File: src/rtl/scr_1dim_pkg.sv
// Shared definitions for the 7-bit additive scrambler/descrambler pair.
// Both ends use scr_step so the polynomial lives in exactly one place.
package scr_1dim_pkg;

  localparam int SCR_WIDTH = 7;

  typedef enum logic [1:0] {
    HUNT   = 2'd0,
    VERIFY = 2'd1,
    LOCKED = 2'd2
  } descr_state_t;

  function automatic logic [SCR_WIDTH-1:0] scr_step(input logic [SCR_WIDTH-1:0] r);
    return {r[5], r[4] ^ r[3], r[3], r[2], r[1], r[0], r[5] ^ r[6]};
  endfunction

  // Seven consecutive keystream bits (h[0] newest) pin down the current state.
  function automatic logic [SCR_WIDTH-1:0] scr_state_from_hist(input logic [SCR_WIDTH-1:0] h);
    return {h[6] ^ h[5], h[5] ^ h[4], h[4:0]};
  endfunction

endpackage

File: src/rtl/scr_1dim_lfsr.sv
// Keystream LFSR: load or advance, k is the bit produced by the next advance.
// Latency 0 on k (combinational from state); no backpressure, advance is strobed.
module scr_1dim_lfsr
  import scr_1dim_pkg::*;
(
  input  logic                 clk,
  input  logic                 kill_n,
  input  logic                 load,
  input  logic [SCR_WIDTH-1:0] load_val,
  input  logic                 adv,
  output logic                 k
);

  logic [SCR_WIDTH-1:0] r_q, r_d;
  logic [SCR_WIDTH-1:0] r_nxt;

  assign r_nxt = scr_step(r_q);
  assign k     = r_nxt[0];

  always_comb begin
    r_d = r_q;
    if (load) begin
      r_d = load_val;
    end else if (adv) begin
      r_d = r_nxt;
    end
  end

  always_ff @(posedge clk or negedge kill_n) begin
    if (!kill_n) begin
      r_q <= '0;
    end else begin
      r_q <= r_d;
    end
  end

endmodule

File: src/rtl/scr_1dim_descr.sv
// Receive-side 7-bit additive descrambler with seed load or preamble hunt/verify lock.
// Latency 1 cycle data_in -> data_out; no backpressure, one bit per data_in_en.
module scr_1dim_descr #(
  parameter int DATA_WIDTH = 1,
  parameter int SCR_WIDTH  = 7,
  parameter int VERIFY_LEN = 32,
  parameter int HUNT_LEN   = 7
) (
  input  logic                  clk,
  input  logic                  kill_n,
  input  logic                  descr_en,
  input  logic [DATA_WIDTH-1:0] data_in,
  input  logic                  data_in_en,
  input  logic [SCR_WIDTH-1:0]  init_val,
  input  logic                  init_val_en,
  input  logic                  resync,
  output logic [DATA_WIDTH-1:0] data_out,
  output logic                  data_out_en,
  output logic                  locked,
  output logic                  verify_err
);
  import scr_1dim_pkg::*;

  localparam int HCW = $clog2(HUNT_LEN + 1);

  descr_state_t          state_q, state_d;
  logic [SCR_WIDTH-1:0]  hist_q, hist_d, hist_nxt;
  logic [HCW-1:0]        hunt_cnt_q, hunt_cnt_d;
  logic [7:0]            vcnt_q, vcnt_d;
  logic [DATA_WIDTH-1:0] data_out_q, data_out_d;
  logic                  data_out_en_q, data_out_en_d;
  logic                  verify_err_q, verify_err_d;
  logic                  lfsr_load, lfsr_adv, lfsr_k;
  logic [SCR_WIDTH-1:0]  lfsr_load_val;

  assign hist_nxt = {hist_q[SCR_WIDTH-2:0], data_in[0]};

  scr_1dim_lfsr u_lfsr (
    .clk      (clk),
    .kill_n   (kill_n),
    .load     (lfsr_load),
    .load_val (lfsr_load_val),
    .adv      (lfsr_adv),
    .k        (lfsr_k)
  );

  always_comb begin
    state_d       = state_q;
    hist_d        = hist_q;
    hunt_cnt_d    = hunt_cnt_q;
    vcnt_d        = vcnt_q;
    lfsr_load     = 1'b0;
    lfsr_load_val = init_val;
    lfsr_adv      = 1'b0;
    data_out_d    = '0;
    data_out_en_d = 1'b0;
    verify_err_d  = 1'b0;

    // Seed load beats resync; both throw away the bit arriving that cycle.
    if (init_val_en) begin
      state_d    = LOCKED;
      lfsr_load  = 1'b1;
      hist_d     = '0;
      hunt_cnt_d = '0;
      vcnt_d     = '0;
    end else if (resync) begin
      state_d    = HUNT;
      hist_d     = '0;
      hunt_cnt_d = '0;
      vcnt_d     = '0;
    end else if (data_in_en) begin
      case (state_q)
        HUNT: begin
          hist_d = hist_nxt;
          if (hunt_cnt_q == HCW'(HUNT_LEN - 1)) begin
            lfsr_load     = 1'b1;
            lfsr_load_val = scr_state_from_hist(hist_nxt);
            state_d       = VERIFY;
            hunt_cnt_d    = '0;
            vcnt_d        = '0;
          end else begin
            hunt_cnt_d = hunt_cnt_q + HCW'(1);
          end
        end
        VERIFY: begin
          lfsr_adv = 1'b1;
          if (data_in[0] != lfsr_k) begin
            verify_err_d = 1'b1;
            state_d      = HUNT;
            hist_d       = '0;
            hunt_cnt_d   = '0;
            vcnt_d       = '0;
          end else if (vcnt_q == 8'(VERIFY_LEN - 1)) begin
            state_d = LOCKED;
            vcnt_d  = '0;
          end else begin
            vcnt_d = vcnt_q + 8'd1;
          end
        end
        LOCKED: begin
          lfsr_adv      = 1'b1;
          data_out_en_d = 1'b1;
          data_out_d    = DATA_WIDTH'(data_in[0] ^ (descr_en & lfsr_k));
        end
        default: begin
          state_d = HUNT;
        end
      endcase
    end
  end

  always_ff @(posedge clk or negedge kill_n) begin
    if (!kill_n) begin
      state_q       <= HUNT;
      hist_q        <= '0;
      hunt_cnt_q    <= '0;
      vcnt_q        <= '0;
      data_out_q    <= '0;
      data_out_en_q <= 1'b0;
      verify_err_q  <= 1'b0;
    end else begin
      state_q       <= state_d;
      hist_q        <= hist_d;
      hunt_cnt_q    <= hunt_cnt_d;
      vcnt_q        <= vcnt_d;
      data_out_q    <= data_out_d;
      data_out_en_q <= data_out_en_d;
      verify_err_q  <= verify_err_d;
    end
  end

  assign data_out    = data_out_q;
  assign data_out_en = data_out_en_q;
  assign locked      = (state_q == LOCKED);
  assign verify_err  = verify_err_q;

endmodule
File: config.mk
export PLATFORM = sky130hd
export DESIGN_NAME = scr_1dim_descr
export DESIGN_NICKNAME = d
export VERILOG_FILES = /design/src/rtl/scr_1dim_pkg.sv /design/src/rtl/scr_1dim_lfsr.sv /design/src/rtl/scr_1dim_descr.sv
export SDC_FILE = /design/constraint.sdc
export NUM_CORES = 1
export LEC_CHECK = 0
export CAP_MARGIN = 20
export CORE_MARGIN = 3
export CORE_UTILIZATION = 58
export CTS_BUF_LIST = sky130_fd_sc_hd__clkbuf_8
export DETAILED_ROUTE_END_ITERATION = 6
export PLACE_DENSITY = 0.81
export SLEW_MARGIN = 20
export SYNTH_ARGS = -nofsm -noshare
export SYNTH_HDL_FRONTEND = slang
export SYNTH_SLANG_ARGS = --single-unit
File: constraint.sdc
create_clock -name clk -period 2 [get_ports clk]
set_input_delay 0.2 -clock clk [delete_from_list [all_inputs] [get_ports clk]]
set_output_delay 0.2 -clock clk [all_outputs]
set_load 0.005 [all_outputs]
Yosys cells after proc, flatten, opt, wreduce, memory -nomap -nowiden

Index checks and enable logic that the tools add are counted.

Shifts and indexed selects: 0
Multipliers: 0
Eq/ne operators: 9
Div/mod/pow operators: 0
Add/subtract/negate cells: 2
Bitwise gates (word level): 6
Order comparisons: 0
Reductions and logical operators: 8
Muxes and demuxes: 54

Operators with widths:

| kind                | number |
|---|---|
| $mux 7              | 7 |
| $mux 8              | 6 |
| $mux 6              | 4 |
| $mux 1              | 22 |
| $pmux 8 s2          | 1 |
| $mux 3              | 5 |
| $mux 2              | 6 |
| $pmux 6 s2          | 1 |
| $add 8x1->8 const B | 1 |
| $eq 8x5->1 const B  | 1 |
| $ne 4x4->1 const B  | 2 |
| $pmux 2 s3          | 1 |
| $pmux 3 s2          | 1 |
| $reduce_and 3->1    | 2 |
| $ne 5x5->1 const B  | 1 |
| $xor 1x1->1         | 5 |
| $reduce_and 4->1    | 1 |
| $reduce_bool 4->1   | 1 |
| $add 3x1->3 const B | 1 |
| $eq 3x3->1 const B  | 1 |
| $ne 3x3->1 const B  | 1 |
| $reduce_bool 3->1   | 1 |
| $eq 2x1->1 const B  | 1 |
| $eq 2x2->1 const B  | 1 |
| 5 further kinds     | 5 |

Bits in latches: 0
Logic and storage cells: 87
Memory bits (read-only): 0
Bits in writable memories: 0
Input bits: 14
Flip-flop bits (word level): 29
Memories kept: 0

Depth between registers and ports, before layout

Word-level depth: 8
Mapped depth: 7

Hierarchy

From an unflattened synthesis, not the netlist that was laid out.

Cells, all modules: 175
Area, all modules: 1742.9 um^2

Modules (own cells, without submodules):

| module         | instances | area an instance (um^2) | cells an instance | seq. area each (um^2) |
|---|---|---|---|---|
| scr_1dim_descr | 1         | 1380.1                  | 141               | 550.5 |
| scr_1dim_lfsr  | 1         | 362.8                   | 34                | 175.2 |

Worst setup path after synthesis

Ideal clock, no wire load.

Path kind: register -> register
From: reg state_q[0]
To: reg u_lfsr.r_q[4]
Library setup time: 0.123 ns
Data required time: 1.877 ns
Stages on the path, launching flop included: 7
Arrival time: 1.682 ns
Setup slack: 0.195 ns
Clock period less this slack: 1.805 ns
Path through: dfrtp_1 inv_1 ha_1 nand3b_1 nor2_2 mux2_2 o221a_2

Word-level cells in the longest chain between the ends: 7

Ends and longest elaborated chain:

| item                                            | line                  | RTL |
|---|---|---|
| from (decl)                                     | scr_1dim_descr.sv:26  | `descr_state_t state_q, state_d;` |
| from (signal assigned)                          | scr_1dim_descr.sv:122 | `state_q <= state_d;` |
| $eq 2x2->1 / $eq 2x1->1 (equally long branches) | scr_1dim_descr.sv:72  | `case (state_q)` |
| $reduce_or 2->1 (no line)                       | -                     |  |
| $mux 1                                          | scr_1dim_descr.sv:72  |  |
| $mux 1                                          | scr_1dim_descr.sv:71  | `end else if (data_in_en) begin` |
| $mux 1                                          | scr_1dim_descr.sv:66  | `end else if (resync) begin` |
| $mux 1                                          | scr_1dim_descr.sv:60  | `if (init_val_en) begin` |
| $reduce_bool 2->1 (no line)                     | -                     |  |
| to (signal assigned)                            | scr_1dim_lfsr.sv:33   | `r_q <= r_d;` |
| to (decl)                                       | scr_1dim_lfsr.sv:14   | `logic [SCR_WIDTH-1:0] r_q, r_d;` |

Parallel ways exist; a longest one is shown, timed or not.
A chain may end at the register's enable or synchronous reset.

Final worst setup path

From: reg state_q[1]
To: reg u_lfsr.r_q[6]

Same word-level chain as after synthesis.

==> flow_metrics.tcl <==
set metrics [dict create \
    ys_types 49 \
    syn-num-nets 192 \
    powerDensity_mw_per_mm2 664.2 \
    syn_avg_cell_area_um2 9.923 \
    hold_class "in -> async" \
    drive_above_1_share 0.1756 \
    postPlaceCellArea_mm2 0.002007 \
    critPathMaxFanout 7 \
    finalNonFillerCells 236 \
    postRouteAntennaNets 0 \
    period_share 0.9497 \
    antenna_found_initial 0 \
    synthFlopType "dfrtp_1" \
    fp.coreArea_mm2 0.002781 \
    cts_root_buf "clkbuf_8" \
    max_freq_mhz 526.5 \
    startpoint_type "register" \
    via_per_inst 6.153 \
    grt_pass1_vias 1437 \
    drt_iter0_drc 61 \
    num_antenna_cells 0 \
    clk_latency_ns 0.28 \
    cts_setup_buffers 0 \
    finalClockSkew_ns 0.004275 \
    grt_pass1_wl_mm 6.479 \
    start_util 0.6172 \
    netlist_area_mm2 0.001717 \
    gp_congestion 0.9669 \
    crit_path_end_kind "register" \
    wl_mm 3.884 \
    synth_edf_count 0 \
    worstPathArrival_ns 2.06 \
    yosys_warnings 0 \
    cts_tree "done" \
    design_area_mm2 0.002111 \
    crit_type "reg -> reg" \
    cts_sinks 29 \
    cts_buffers 5 \
    wl_per_cell_um 16.46 \
    leakagePower_nw 0.8686 \
    io_buffer_count 17 \
    p_total_mw 1.402 \
    postLayoutCoreUtil 0.7589 \
    grt_max_degree 30 \
    async_reset_ff_frac 1.000 \
    clockBufferDepth 2 \
    outcome "completed" \
    worst_pin_slew_ns 0.3918 \
    dr.pass1.iters 4 \
    vias 1452 \
    final.min_clock_period_ns 1.899 \
    grt-ovfl-total 0 \
    setup_viol 0 \
    io_pins 18 \
    ys_ff_latch 29 \
    worst_slack_ns 0.1006 \
    fin_nets 223 \
    die_w_um 60.41 \
    fp.dieH_um 60.41 \
    finalHoldViolCount 0 \
    cts.clk_slew.worst_paths_ns 0.07 \
    dpl.hpwl_mm 2.834 \
    peakVddDrop_mv 0.6505 \
    grt_usage 0.2373 \
    cap_violations 0 \
    syn2layout_area_growth_pct 22.96 \
    syn_inst 173 \
    synth_seq_area_share 0.4227 \
    rsz0062_at_grt "no" \
    worstPathRequired_ns 2.17 \
    place_ws_ns -0.03101 \
    drcViolationCount 0 \
    core.rowCount 19 \
    num-fill-cells 189 \
    placedCellCount 228 \
    slew_headroom 0.7382 \
    htreeDepth 2 \
    slew_viol_final 0 \
    die_area_mm2 0.003649 \
]
## synth_stat cells, drive strengths merged, types with 2 or more instances
| cell type | number | area, µm² |
|---|---|---|
| and3 | 4 | 25.02 |
| or3 | 3 | 18.77 |
| o211ai | 2 | 15.01 |
| nor2 | 9 | 36.29 |
| o22ai | 3 | 18.77 |
| o21ai | 12 | 60.06 |
| buf | 3 | 26.27 |
| nand2 | 21 | 78.83 |
| nor3 | 3 | 26.28 |
| inv | 8 | 30.03 |
| a21oi | 2 | 10.01 |
| nand3b | 3 | 22.52 |
| o221a | 6 | 67.56 |
| ha | 5 | 62.56 |
| xnor2 | 3 | 26.28 |
| nand2b | 10 | 62.56 |
| and2 | 2 | 12.51 |
| nor4 | 2 | 12.51 |
| dfrtp | 29 | 725.7 |
| mux2i | 6 | 60.06 |
| o31ai | 4 | 30.03 |
| clkbuf | 2 | 7.510 |
| xor2 | 2 | 17.52 |
| nand3 | 8 | 45.04 |
## per-stage QoR
step	TNS (ns)	hold WS, ns
2_1_floorplan	0	-0.09559
3_3_place_gp	0	0.4574
3_5_place_dp	-0.06605	0.4661
4_1_cts	0	0.3232
5_1_grt	0	0.3383
6_report	0	0.3103
## final cells by class
cell class                 count  area, µm²  share of cell area
timing repair buffer          29      285.3              0.1352
sequential                    29      725.7              0.3438
multi-input combinational    131      929.6              0.4404
clock inverter                 1      5.005            0.002371
inverter                       8      30.03             0.01423
tap                           31      38.79             0.01838
clock buffer                   7      96.34             0.04564
## cell families after synthesis
family / Yosys count / synth area share
multiplexers: 7 / 0.04155
AND/OR/NAND/NOR: 70 / 0.2209
XOR/XNOR: 6 / 0.04009
buffers and inverters: 13 / 0.03717
AO/OA/AOI/OAI: 43 / 0.2012
flip-flops: 29 / 0.4227
adder cells (fa/ha/maj): 5 / 0.03644
## registers in the layout, summed over array words and instances (netlist names)
name	count
vcnt_q	8
u_lfsr.r_q	7
hist_q	6
hunt_cnt_q	3
state_q	2
data_out	1
data_out_en	1
verify_err	1
## report_power, final
part	leakage, nW	total [mW]	internal [mW]	switching (mW)
Combinational	0.433	0.230	0.118	0.112
Sequential	0.382	0.633	0.611	0.0216
Clock	0.0542	0.539	0.311	0.228
Total	0.869	1.40	1.04	0.362
## worst max-delay path, stage by stage (launching register included)
cell     delay [ns]
dfrtp_1        0.39
inv_1          0.10
ha_1           0.30
and3b_1        0.22
or3_1          0.45
o221a_2        0.32
## layer usage
| metal | share of wire | vias up | GRT usage |
|---|---|---|---|
| li1 | - | 698 | - |
| met1 | 0.45 | 687 | 0.3208 |
| met2 | 0.45 | 57 | 0.3657 |
| met3 | 0.081 | 10 | 0.06596 |
| met4 | 0.016 | 0 | 0.08544 |
| met5 | 0 | - | 0 |
## path summary, 6_finish.rpt
path	start	endpoint	slack [ns]	cells past startpoint
max	state_q[1]	u_lfsr.r_q[6]	0.10	5
min	kill_n	vcnt_q[3]	0.31	2
max reg2reg	state_q[1]	u_lfsr.r_q[6]	0.10	5
min reg2reg	hist_q[1]	hist_q[1]	0.48	2
max in group asynchronous	kill_n	hunt_cnt_q[0]	1.42	2
min in group clk	hist_q[1]	hist_q[1]	0.48	2
## cell usage in the layout (no fill, tap or decap), types with 7 or more instances in the layout
master	instances
nand2b_1	10
inv_1	8
nand2_1	21
o21ai_0	12
nand3_1	7
clkbuf_8	7
dfrtp_1	29
nor2_1	8
clkdlybuf4s50_1	17
buf_4	10
## repair_timing
item                                    CTS  global route
resized for setup                         0             1
endpoints found under the setup margin    0             3
hold buffers                              0             0
Power figures use the tool's default switching activity.
